==> src/rtl/snake_pkg.sv <==
// Shared types and helpers for the snake engine: headings, FSM states, reversal.
package snake_pkg;

    localparam logic [1:0] DIR_UP    = 2'd0;
    localparam logic [1:0] DIR_RIGHT = 2'd1;
    localparam logic [1:0] DIR_DOWN  = 2'd2;
    localparam logic [1:0] DIR_LEFT  = 2'd3;

    typedef enum logic [2:0] {
        StIdle,
        StRun,
        StCheck,
        StCommit,
        StOver
    } state_e;

    // Up<->down and left<->right differ only in bit 1 of the encoding.
    function automatic logic [1:0] reverse_dir(input logic [1:0] dir);
        return dir ^ 2'b10;
    endfunction

endpackage

==> src/rtl/snake_next_head.sv <==
// Combinational next-head calculator with wall detection or toroidal wrap.
module snake_next_head
    import snake_pkg::*;
#(
    parameter int unsigned GRID_W = 40,
    parameter int unsigned GRID_H = 30,
    parameter int unsigned XW     = 6,
    parameter int unsigned YW     = 5,
    parameter int unsigned WRAP   = 0
) (
    input  logic [XW-1:0] cur_x_i,
    input  logic [YW-1:0] cur_y_i,
    input  logic [1:0]    dir_i,
    output logic [XW-1:0] nxt_x_o,
    output logic [YW-1:0] nxt_y_o,
    output logic          out_of_bounds_o
);

    localparam logic [XW-1:0] XMax = XW'(GRID_W - 1);
    localparam logic [YW-1:0] YMax = YW'(GRID_H - 1);
    localparam logic          Kill = (WRAP == 0);

    // Step one cell; at an edge either flag the wall or wrap to the grid's far side.
    always_comb begin
        nxt_x_o         = cur_x_i;
        nxt_y_o         = cur_y_i;
        out_of_bounds_o = 1'b0;
        case (dir_i)
            DIR_UP: begin
                if (cur_y_i == '0) begin
                    nxt_y_o         = YMax;
                    out_of_bounds_o = Kill;
                end else begin
                    nxt_y_o = cur_y_i - 1'b1;
                end
            end
            DIR_RIGHT: begin
                if (cur_x_i >= XMax) begin
                    nxt_x_o         = '0;
                    out_of_bounds_o = Kill;
                end else begin
                    nxt_x_o = cur_x_i + 1'b1;
                end
            end
            DIR_DOWN: begin
                if (cur_y_i >= YMax) begin
                    nxt_y_o         = '0;
                    out_of_bounds_o = Kill;
                end else begin
                    nxt_y_o = cur_y_i + 1'b1;
                end
            end
            default: begin
                if (cur_x_i == '0) begin
                    nxt_x_o         = XMax;
                    out_of_bounds_o = Kill;
                end else begin
                    nxt_x_o = cur_x_i - 1'b1;
                end
            end
        endcase
    end

endmodule

==> src/rtl/snake_engine.sv <==
// Snake state engine: segment store, move/collision FSM, growth and renderer query port.
module snake_engine
    import snake_pkg::*;
#(
    parameter int unsigned MAX_LEN = 32,
    parameter int unsigned GRID_W  = 40,
    parameter int unsigned GRID_H  = 30,
    parameter int unsigned XW      = 6,
    parameter int unsigned YW      = 5,
    parameter int unsigned START_X = 20,
    parameter int unsigned START_Y = 15,
    parameter int unsigned WRAP    = 0,
    localparam int unsigned LW     = $clog2(MAX_LEN + 1)
) (
    input  logic          clk,
    input  logic          reset,
    input  logic          start,
    input  logic          move_tick,
    input  logic [1:0]    dir_req,
    input  logic [XW-1:0] apple_x,
    input  logic [YW-1:0] apple_y,
    input  logic [XW-1:0] query_x,
    input  logic [YW-1:0] query_y,
    output logic          query_head,
    output logic          query_body,
    output logic [XW-1:0] head_x,
    output logic [YW-1:0] head_y,
    output logic [LW-1:0] length,
    output logic          apple_eaten,
    output logic          game_over,
    output logic          busy,
    output logic          tick_overrun
);

    localparam logic [XW-1:0] StartX = XW'(START_X);
    localparam logic [YW-1:0] StartY = YW'(START_Y);
    localparam logic [LW-1:0] LenOne = LW'(1);
    localparam logic [LW-1:0] LenMax = LW'(MAX_LEN);

    state_e        state_q, state_d;
    logic [XW-1:0] seg_x_q [MAX_LEN];
    logic [XW-1:0] seg_x_d [MAX_LEN];
    logic [YW-1:0] seg_y_q [MAX_LEN];
    logic [YW-1:0] seg_y_d [MAX_LEN];
    logic [LW-1:0] len_q, len_d;
    logic [LW-1:0] idx_q, idx_d;
    logic [1:0]    heading_q, heading_d;
    logic [XW-1:0] nxt_x_q, nxt_x_d;
    logic [YW-1:0] nxt_y_q, nxt_y_d;
    logic          eat_q, eat_d;
    logic          overrun_q, overrun_d;
    logic          query_head_q, query_head_d;
    logic          query_body_q, query_body_d;

    logic [1:0]    dir_sel;
    logic [XW-1:0] step_x;
    logic [YW-1:0] step_y;
    logic          step_oob;
    logic [LW-1:0] scan_lim;
    logic [XW-1:0] scan_x;
    logic [YW-1:0] scan_y;
    logic          scan_hit;
    logic          is_busy;
    logic          head_hit;
    logic          body_hit;

    // A one-segment snake may turn around; a longer one ignores reversal requests.
    assign dir_sel = ((dir_req == reverse_dir(heading_q)) && (len_q > LenOne)) ? heading_q
                                                                                : dir_req;

    snake_next_head #(
        .GRID_W (GRID_W),
        .GRID_H (GRID_H),
        .XW     (XW),
        .YW     (YW),
        .WRAP   (WRAP)
    ) u_next_head (
        .cur_x_i         (seg_x_q[0]),
        .cur_y_i         (seg_y_q[0]),
        .dir_i           (dir_sel),
        .nxt_x_o         (step_x),
        .nxt_y_o         (step_y),
        .out_of_bounds_o (step_oob)
    );

    // The tail cell vacates on a plain move, so it is excluded from the scan.
    assign scan_lim = eat_q ? len_q : len_q - LenOne;
    assign is_busy  = (state_q == StCheck) || (state_q == StCommit);

    // Select the segment under test for the sequential collision scan.
    always_comb begin
        scan_x = seg_x_q[0];
        scan_y = seg_y_q[0];
        for (int i = 0; i < MAX_LEN; i++) begin
            if (LW'(i) == idx_q) begin
                scan_x = seg_x_q[i];
                scan_y = seg_y_q[i];
            end
        end
    end

    assign scan_hit = (scan_x == nxt_x_q) && (scan_y == nxt_y_q);

    // Move FSM next-state, segment shifting and growth.
    always_comb begin
        state_d   = state_q;
        len_d     = len_q;
        idx_d     = idx_q;
        heading_d = heading_q;
        nxt_x_d   = nxt_x_q;
        nxt_y_d   = nxt_y_q;
        eat_d     = eat_q;
        overrun_d = overrun_q;
        for (int i = 0; i < MAX_LEN; i++) begin
            seg_x_d[i] = seg_x_q[i];
            seg_y_d[i] = seg_y_q[i];
        end

        if (start) begin
            state_d    = StRun;
            len_d      = LenOne;
            idx_d      = '0;
            heading_d  = DIR_RIGHT;
            eat_d      = 1'b0;
            overrun_d  = 1'b0;
            seg_x_d[0] = StartX;
            seg_y_d[0] = StartY;
        end else begin
            if (move_tick && is_busy) begin
                overrun_d = 1'b1;
            end
            case (state_q)
                StRun: begin
                    if (move_tick) begin
                        if (step_oob) begin
                            state_d = StOver;
                        end else begin
                            state_d   = StCheck;
                            heading_d = dir_sel;
                            nxt_x_d   = step_x;
                            nxt_y_d   = step_y;
                            eat_d     = (step_x == apple_x) && (step_y == apple_y);
                            idx_d     = '0;
                        end
                    end
                end
                StCheck: begin
                    if (scan_lim == '0) begin
                        state_d = StCommit;
                    end else if (scan_hit) begin
                        state_d = StOver;
                    end else if (idx_q == scan_lim - LenOne) begin
                        state_d = StCommit;
                    end else begin
                        idx_d = idx_q + LenOne;
                    end
                end
                StCommit: begin
                    // Slots at or beyond length are masked, so shifting every slot is safe.
                    for (int k = 1; k < MAX_LEN; k++) begin
                        seg_x_d[k] = seg_x_q[k-1];
                        seg_y_d[k] = seg_y_q[k-1];
                    end
                    seg_x_d[0] = nxt_x_q;
                    seg_y_d[0] = nxt_y_q;
                    if (eat_q && (len_q != LenMax)) begin
                        len_d = len_q + LenOne;
                    end
                    state_d = StRun;
                end
                StIdle, StOver: begin
                end
                default: state_d = StIdle;
            endcase
        end
    end

    // Renderer lookup over all live segments; head wins over body.
    always_comb begin
        head_hit = 1'b0;
        body_hit = 1'b0;
        for (int i = 0; i < MAX_LEN; i++) begin
            if ((LW'(i) < len_q) && (seg_x_q[i] == query_x) && (seg_y_q[i] == query_y)) begin
                if (i == 0) begin
                    head_hit = 1'b1;
                end else begin
                    body_hit = 1'b1;
                end
            end
        end
        query_head_d = head_hit;
        query_body_d = body_hit & ~head_hit;
    end

    // State and segment registers.
    always_ff @(posedge clk or posedge reset) begin
        if (reset) begin
            state_q      <= StIdle;
            len_q        <= LenOne;
            idx_q        <= '0;
            heading_q    <= DIR_RIGHT;
            nxt_x_q      <= '0;
            nxt_y_q      <= '0;
            eat_q        <= 1'b0;
            overrun_q    <= 1'b0;
            query_head_q <= 1'b0;
            query_body_q <= 1'b0;
            for (int i = 0; i < MAX_LEN; i++) begin
                seg_x_q[i] <= '0;
                seg_y_q[i] <= '0;
            end
            seg_x_q[0]   <= StartX;
            seg_y_q[0]   <= StartY;
        end else begin
            state_q      <= state_d;
            len_q        <= len_d;
            idx_q        <= idx_d;
            heading_q    <= heading_d;
            nxt_x_q      <= nxt_x_d;
            nxt_y_q      <= nxt_y_d;
            eat_q        <= eat_d;
            overrun_q    <= overrun_d;
            query_head_q <= query_head_d;
            query_body_q <= query_body_d;
            for (int i = 0; i < MAX_LEN; i++) begin
                seg_x_q[i] <= seg_x_d[i];
                seg_y_q[i] <= seg_y_d[i];
            end
        end
    end

    assign head_x       = seg_x_q[0];
    assign head_y       = seg_y_q[0];
    assign length       = len_q;
    assign apple_eaten  = (state_q == StCommit) && eat_q;
    assign game_over    = (state_q == StOver);
    assign busy         = is_busy;
    assign tick_overrun = overrun_q;
    assign query_head   = query_head_q;
    assign query_body   = query_body_q;

endmodule

==> config.mk <==
export PLATFORM = sky130hd
export DESIGN_NAME = snake_engine
export DESIGN_NICKNAME = d
export VERILOG_FILES = /design/src/rtl/snake_pkg.sv /design/src/rtl/snake_next_head.sv /design/src/rtl/snake_engine.sv
export SDC_FILE = /design/constraint.sdc
export NUM_CORES = 2
export LEC_CHECK = 0
export ABC_AREA = 1
export BUFFER_PORTS_ARGS = -buffer_cell sky130_fd_sc_hd__clkbuf_2
export CAP_MARGIN = 30
export CORE_MARGIN = 2
export CORE_UTILIZATION = 37
export CTS_BUF_LIST = sky130_fd_sc_hd__clkbuf_4 sky130_fd_sc_hd__clkbuf_8
export CTS_CLUSTER_SIZE = 40
export DETAILED_ROUTE_END_ITERATION = 16
export GPL_TIMING_DRIVEN = 0
export HOLD_SLACK_MARGIN = 0.05
export PLACE_DENSITY = 0.53
export SYNTH_ARGS = -nofsm -noshare
export SYNTH_HDL_FRONTEND = slang
export SYNTH_HIERARCHICAL = 1
export SYNTH_SLANG_ARGS = --single-unit
==> constraint.sdc <==
create_clock -name clk -period 10.5 [get_ports clk]
set_input_delay 0.525 -clock clk [delete_from_list [all_inputs] [get_ports clk]]
set_output_delay 0.525 -clock clk [all_outputs]
set_load 0.01 [all_outputs]
**Word-level counts from Yosys, hierarchy flattened**

Cells that the tools add are included.
W data, S select, Z words.

- Flip-flop bits (word level): 384
- Output and inout port bits: 23

- Add/sub/neg operators: 8
- Magnitude comparators: 35
- Equal/unequal tests: 116
- Mux-type cells: 138
- Bitwise operators: 5
- Reduce and logical (&&, ||, !) cells: 90

Operator list:

| operator | number |
|---|---|
| $mux W6 | 44 |
| $eq A6 B6 Y1 | 35 |
| $mux W192 | 1 |
| $eq A5 B5 Y1 | 34 |
| $mux W5 | 34 |
| $mux W160 | 1 |
| $eq A5 B6 Y1 const A | 16 |
| $lt A5 B6 Y1 const A | 16 |
| $logic_and A1 B1 Y1 | 70 |
| $eq A4 B6 Y1 const A | 8 |
| $lt A4 B6 Y1 const A | 8 |
| $mux W1 | 42 |
| $eq A3 B6 Y1 const A | 4 |
| $lt A3 B6 Y1 const A | 4 |
| $pmux W6 S2 | 2 |
| $add A6 B1 Y6 const B | 3 |
| $mux W3 | 6 |
| $sub A6 B1 Y6 const B | 3 |
| $ne A3 B3 Y1 const B | 5 |
| $eq A2 B6 Y1 const A | 2 |
| $logic_not A6 Y1 | 2 |
| $lt A1 B6 Y1 const A | 2 |
| $lt A2 B6 Y1 const A | 2 |
| $pmux W3 S4 | 1 |
| 31 further kinds | 47 |

**Longest topological paths before layout**

- Word-level depth: 38
- Depth in mapped cells: 50

**By module**

The synthesis kept the hierarchy.

Modules (own cells, without submodules):

| module | instances | cells an instance | area an instance (µm²) | sequential area each (µm²) |
|---|---|---|---|---|
| snake_engine | 1 | 3261 | 23777.8 | 9619.2 |
| snake_next_head | 1 | 131 | 656.9 | 0.0 |

**Least setup slack after synthesis**

OpenSTA, ideal clock, no wires.

- Path type: register to register
- Start: register idx_q[1]
- End: register idx_q[1]
- Setup time: 0.066 ns
- Arrival: 3.748 ns
- Data required time: 10.434 ns
- Setup slack: 6.686 ns
- Cell stages (with the launch flop): 49
- Path buffers: 2
- Period minus slack after synthesis: 3.814 ns
- Path through: dfrtp_1 -> inv_1 -> ha_1 -> clkbuf_1 -> inv_1 -> nor3_2 -> buf_2 -> inv_1 -> nand3_1 -> nand2_1 -> nand2_1 -> nand3_1 -> nand3_1 -> nand3_1 -> nand2_1 -> nand2_1 -> nand2_1 -> nand2_1 -> [13 not listed] -> nand3_1 -> nand2_1 -> nand2_1 -> nand2_1 -> nand2_1 -> nand2_1 -> nand2_1 -> nand2_1 -> nand2_1 -> nor2_1 -> nand3_1 -> nor2_2 -> nand3_1 -> nand2_2 -> nand2_4 -> nand2_4 -> nand2_1 -> nand2_1

- Cells in the longest elaborated chain, start to end: 36
- Elaborated cells between the ends (all ways): 106

RTL lines:

| element | line | source |
|---|---|---|
| from (decl) | snake_engine.sv:46 | `logic [LW-1:0] idx_q, idx_d;` |
| from (signal assigned) | snake_engine.sv:217 | `idx_q <= idx_d;` |
| $eq A1 B6 Y1 | snake_engine.sv:95 | `if (LW'(i) == idx_q) begin` |
| $mux W6 / $mux W5 (equally long branches) (31 in series) | snake_engine.sv:95 |  |
| $eq A6 B6 Y1 / $eq A5 B5 Y1 (equally long branches) | snake_engine.sv:102 | `assign scan_hit = (scan_x == nxt_x_q) && (scan_y == nxt_y_q);` |
| $logic_and A1 B1 Y1 | snake_engine.sv:102 |  |
| $ne A3 B3 Y1 (no line) | -- |  |
| $reduce_and A6 Y1 (no line) | -- |  |

Several ways; a longest one is shown, not always the timed one. The select of a mux whose other input is x is not followed.
A chain may end at the register's enable or synchronous reset.

**Worst setup path in the final report**

- Start: register idx_q[1]
- End: register idx_q[4]

Same word-level chain as after synthesis.

==> key figures <==
Yosys
  – Top-area cell type share of the netlist area: 38.5%
  – Synth area leader: dfrtp_1
  – Synthesized-area fraction occupied by adder cells: less than 1%
  – Synth Cell Area: 24400 um2
  – XOR/XNOR share of the synthesized area: a little over a tenth
  – Post-Syn Nets: between 3000 and 4000
  – Cells after Synth: 3392
  – Post-Syn Area per Cell: 7.20 um2
  – Largest family of logic cells by synthesized area: simple AND/OR/NAND/NOR gates
  – Mux contribution to synthesized area: less than 1%
  – Compound-Gate Fraction of Synth Area: 13.7%
  – Yosys cell types: 62
  – Top FF cell, synth: dfrtp_1
  – #FFs+latches synth: around 380
  – Async SR Flop Fraction: 100%
  – Simple-gate share of the synthesized area: roughly a quarter
  – Synth top area cells: dfrtp_1, nand2_1, o21ai_0, xor2_1, inv_1
  – Sequential area share after synthesis: 39.4%
  – Ys Warns: 6
  – Post-synth EDFFs: 0

Die
  – Core Region: 65600 um2
  – Initial Utilization: 37.2%
  – Die H: 261 um
  – I/O pin total: 51
  – DIE WIDTH: 261 um
  – Number of placement rows: 94
  – Die ar.: 68100 um2

Worst setup path
  – CP peak stage delay: 460 ps
  – Worst setup EP type: flip-flop
  – Crit-path max FO: 10
  – Slowest-stage cell, CP: clkbuf_1
  – Startpoint types: flip-flop
  – Critical path class: flip-flop to flip-flop
  – Worst Path Buf+Inv: 5
  – Required time worst endpoint: 11090 ps
  – Most used cell, CP: nand2_1
  – Crit path max-delay family: simple AND/OR/NAND/NOR gates
  – Critical path data arrival time: 6570 ps

Routing
  – Antenna-violating nets left: 0
  – Vias per std cell: 5.46
  – Post-Route WL: approximately 110000 um
  – DR iter-0 viols: roughly 3000
  – Post-route DRC: 0
  – Routed wire length per instance: 23.9 um
  – Via Count: 24500
  – 1st-pass router iterations: 6

Power and ir drop
  – Pleak: 13.2 nW
  – PD cells: ~230 nW/um2
  – VDD IR max: ~0.13 mV

Global routing
  – Global-route wire length before repair: roughly 160000 um
  – Antenna violations before repair: 2
  – Largest net degree at the start of global routing: 38
  – Vias in the first global route: 23100
  – GRT Overall Usage: roughly a third
  – Aggregate global routing overflow: 0

Clocking
  – Clock Pin Slew Worst Setup and Hold Paths: 60 ps
  – Clock Sink Count: about 380
  – H-tree levels: 3
  – Total CTS buffers: 75
  – Worst-skew pair later-pin latency: ~700 ps
  – CTS resizes: 0
  – Hold Buf Count CTS: 1
  – CTS tree: built
  – CTS root buffer: clkbuf_8
  – Clk buf depth: 3
  – Post-CTS setup buffers: 0

STA
  – Tmin final: 5980 ps
  – Clk_skew: 43.4 ps
  – Slew of the pin with the lowest slew margin: 1090 ps
  – Setup TNS: 0 ps
  – Final hold vios: 0
  – Finish-stage setup viols: 0
  – PnR worst setup slack: 4520 ps
  – Max-slew violations: 0
  – Unrepaired setup endpoints after global routing: no
  – Max-slew headroom: 27.6%
  – Fmax: about 170 MHz
  – Part of the cycle the worst path needs: 56.9%

Cells and area
  – Area growth syn-to-layout: 15.4%
  – Area of the multi-input gates: 12400 um2
  – Most common cell after layout, fill and taps aside: nand2_1
  – Nets: 3604
  – Reg area: 9620 um2
  – Most frequent cells in the layout: nand2_1, o21ai_0, inv_1, dfrtp_1, xor2_1
  – Post-Route Utilization: 42.9%
  – Fillcell total: 6847
  – Layout cell share with drive strength beyond 1: 9.26%

Flow run
  – Max Cap Violations: 0

Place
  – # port buffers: 40
  – DPL Wire Length: 81500 um
  – Dpl ws: 4690 ps
  – Gpl congestion: 0.970

Worst hold path
  – Hold WC Path Type: input pin to flip-flop

Status
  – Status: completed
final cells by class:
type,instances,share of cell area [%]
clock buffer,123,5.34
clock inverter,11,0.346
inverter,415,5.58
buffer,188,3.01
antenna,3,0.0266
timing repair buffer,93,3.73
tap,864,3.84
sequential,384,34.1
multi-input combinational,2405,44.0
synth_stat cells (3+ instances only):
cell type      count
nand4_1           46
nand2_1         1019
clkinv_1           5
inv_1            391
nand3_1          197
a21oi_1          106
o21ai_0          424
inv_2             16
buf_6              4
a221oi_1           6
nor3_2             4
nor2_4             3
nor4_1            51
o2111ai_1         13
xor2_1           217
buf_2             23
o22ai_1           19
a2111oi_0          3
o211ai_1           8
dfstp_2            8
nor3_1            33
a22oi_1            5
ha_1              14
nor2_1            95
nand2_2            4
buf_4             16
buf_1             23
o21ai_1            8
clkbuf_1         118
xnor2_1           82
nor2_2             4
o41ai_1            5
dlygate4sd1_1      4
a31oi_1            3
or2_2              3
dfrtp_1          376
layer usage:
layer	part of all wire (%)	routed length (um)	global-route usage, %
met1	43	46600	45.0
met3	9.4	10100	5.91
met2	42	45200	46.7
met4	4.9	5270	13.6
met5	0	0	0
through the flow:
step / power, mW / cell area, um2 / cells / hold WS (ps)
finish: 6.49 / 28200 / 4486 / 128
global route: 6.87 / 28200 / 4484 / 124
CTS: 6.44 / 28100 / 4479 / 93.0
detailed placement: 4.76 / 26500 / 4344 / 487
global placement: 4.72 / 25700 / 4296 / 486
floorplan: 4.02 / 24400 / 3392 / 453
registers in the layout (all words and copies together), names as in the netlist:
register      count
state_q           3
idx_q             6
heading_q         2
query_body        1
seg_y_q         155
nxt_y_q           5
eat_q             1
head_x            6
seg_x_q         186
tick_overrun      1
nxt_x_q           6
head_y            5
query_head        1
length            6
path summary, 6_finish.rpt:
check                           cells after the start                    start  slack (ps)                        to
min in group asynchronous                           3                    reset         540  seg_y_q[128]$_DFFE_PP0P_
worst max-delay path                               46     idx_q[1]$_DFFE_PP0P_        4520      idx_q[4]$_DFFE_PP0P_
max in group asynchronous                           6                    reset        8750   seg_x_q[61]$_DFFE_PP0P_
worst min register to register                      2  seg_x_q[98]$_DFFE_PP0P_         490   seg_x_q[92]$_DFFE_PP0P_
worst max register to register                     46     idx_q[1]$_DFFE_PP0P_        4520      idx_q[4]$_DFFE_PP0P_
worst min-delay path                                3                move_tick         130  tick_overrun$_DFFE_PP0P_
logic make-up (layout without fill, tap and decap cells):
kind of cell | Yosys count | count (layout)
and+or+nand+nor | 1471 | 1471
buffers and inverters | 603 | 830
adders and majority gates | 14 | 14
muxes | 1 | 1
xor gates and xnor gates | 299 | 299
DFF | 384 | 384
other | 0 | 3
AOI/OAI and AO/OA | 620 | 620
power breakdown:
group | switching (mW) | internal, mW
registers | 0.759 | 2.16
logic | 1.18 | 0.720
clock network | 0.730 | 0.929
worst reg2reg max path, delay by kind of cell, from the launching register on:
family | cells | cell delay, ps
fa+ha+maj | 1 | 160
buf+inv | 5 | 1260
flops | 1 | 450
simple gates | 40 | 4050
Note: power is estimated with default switching activity, not from simulation.
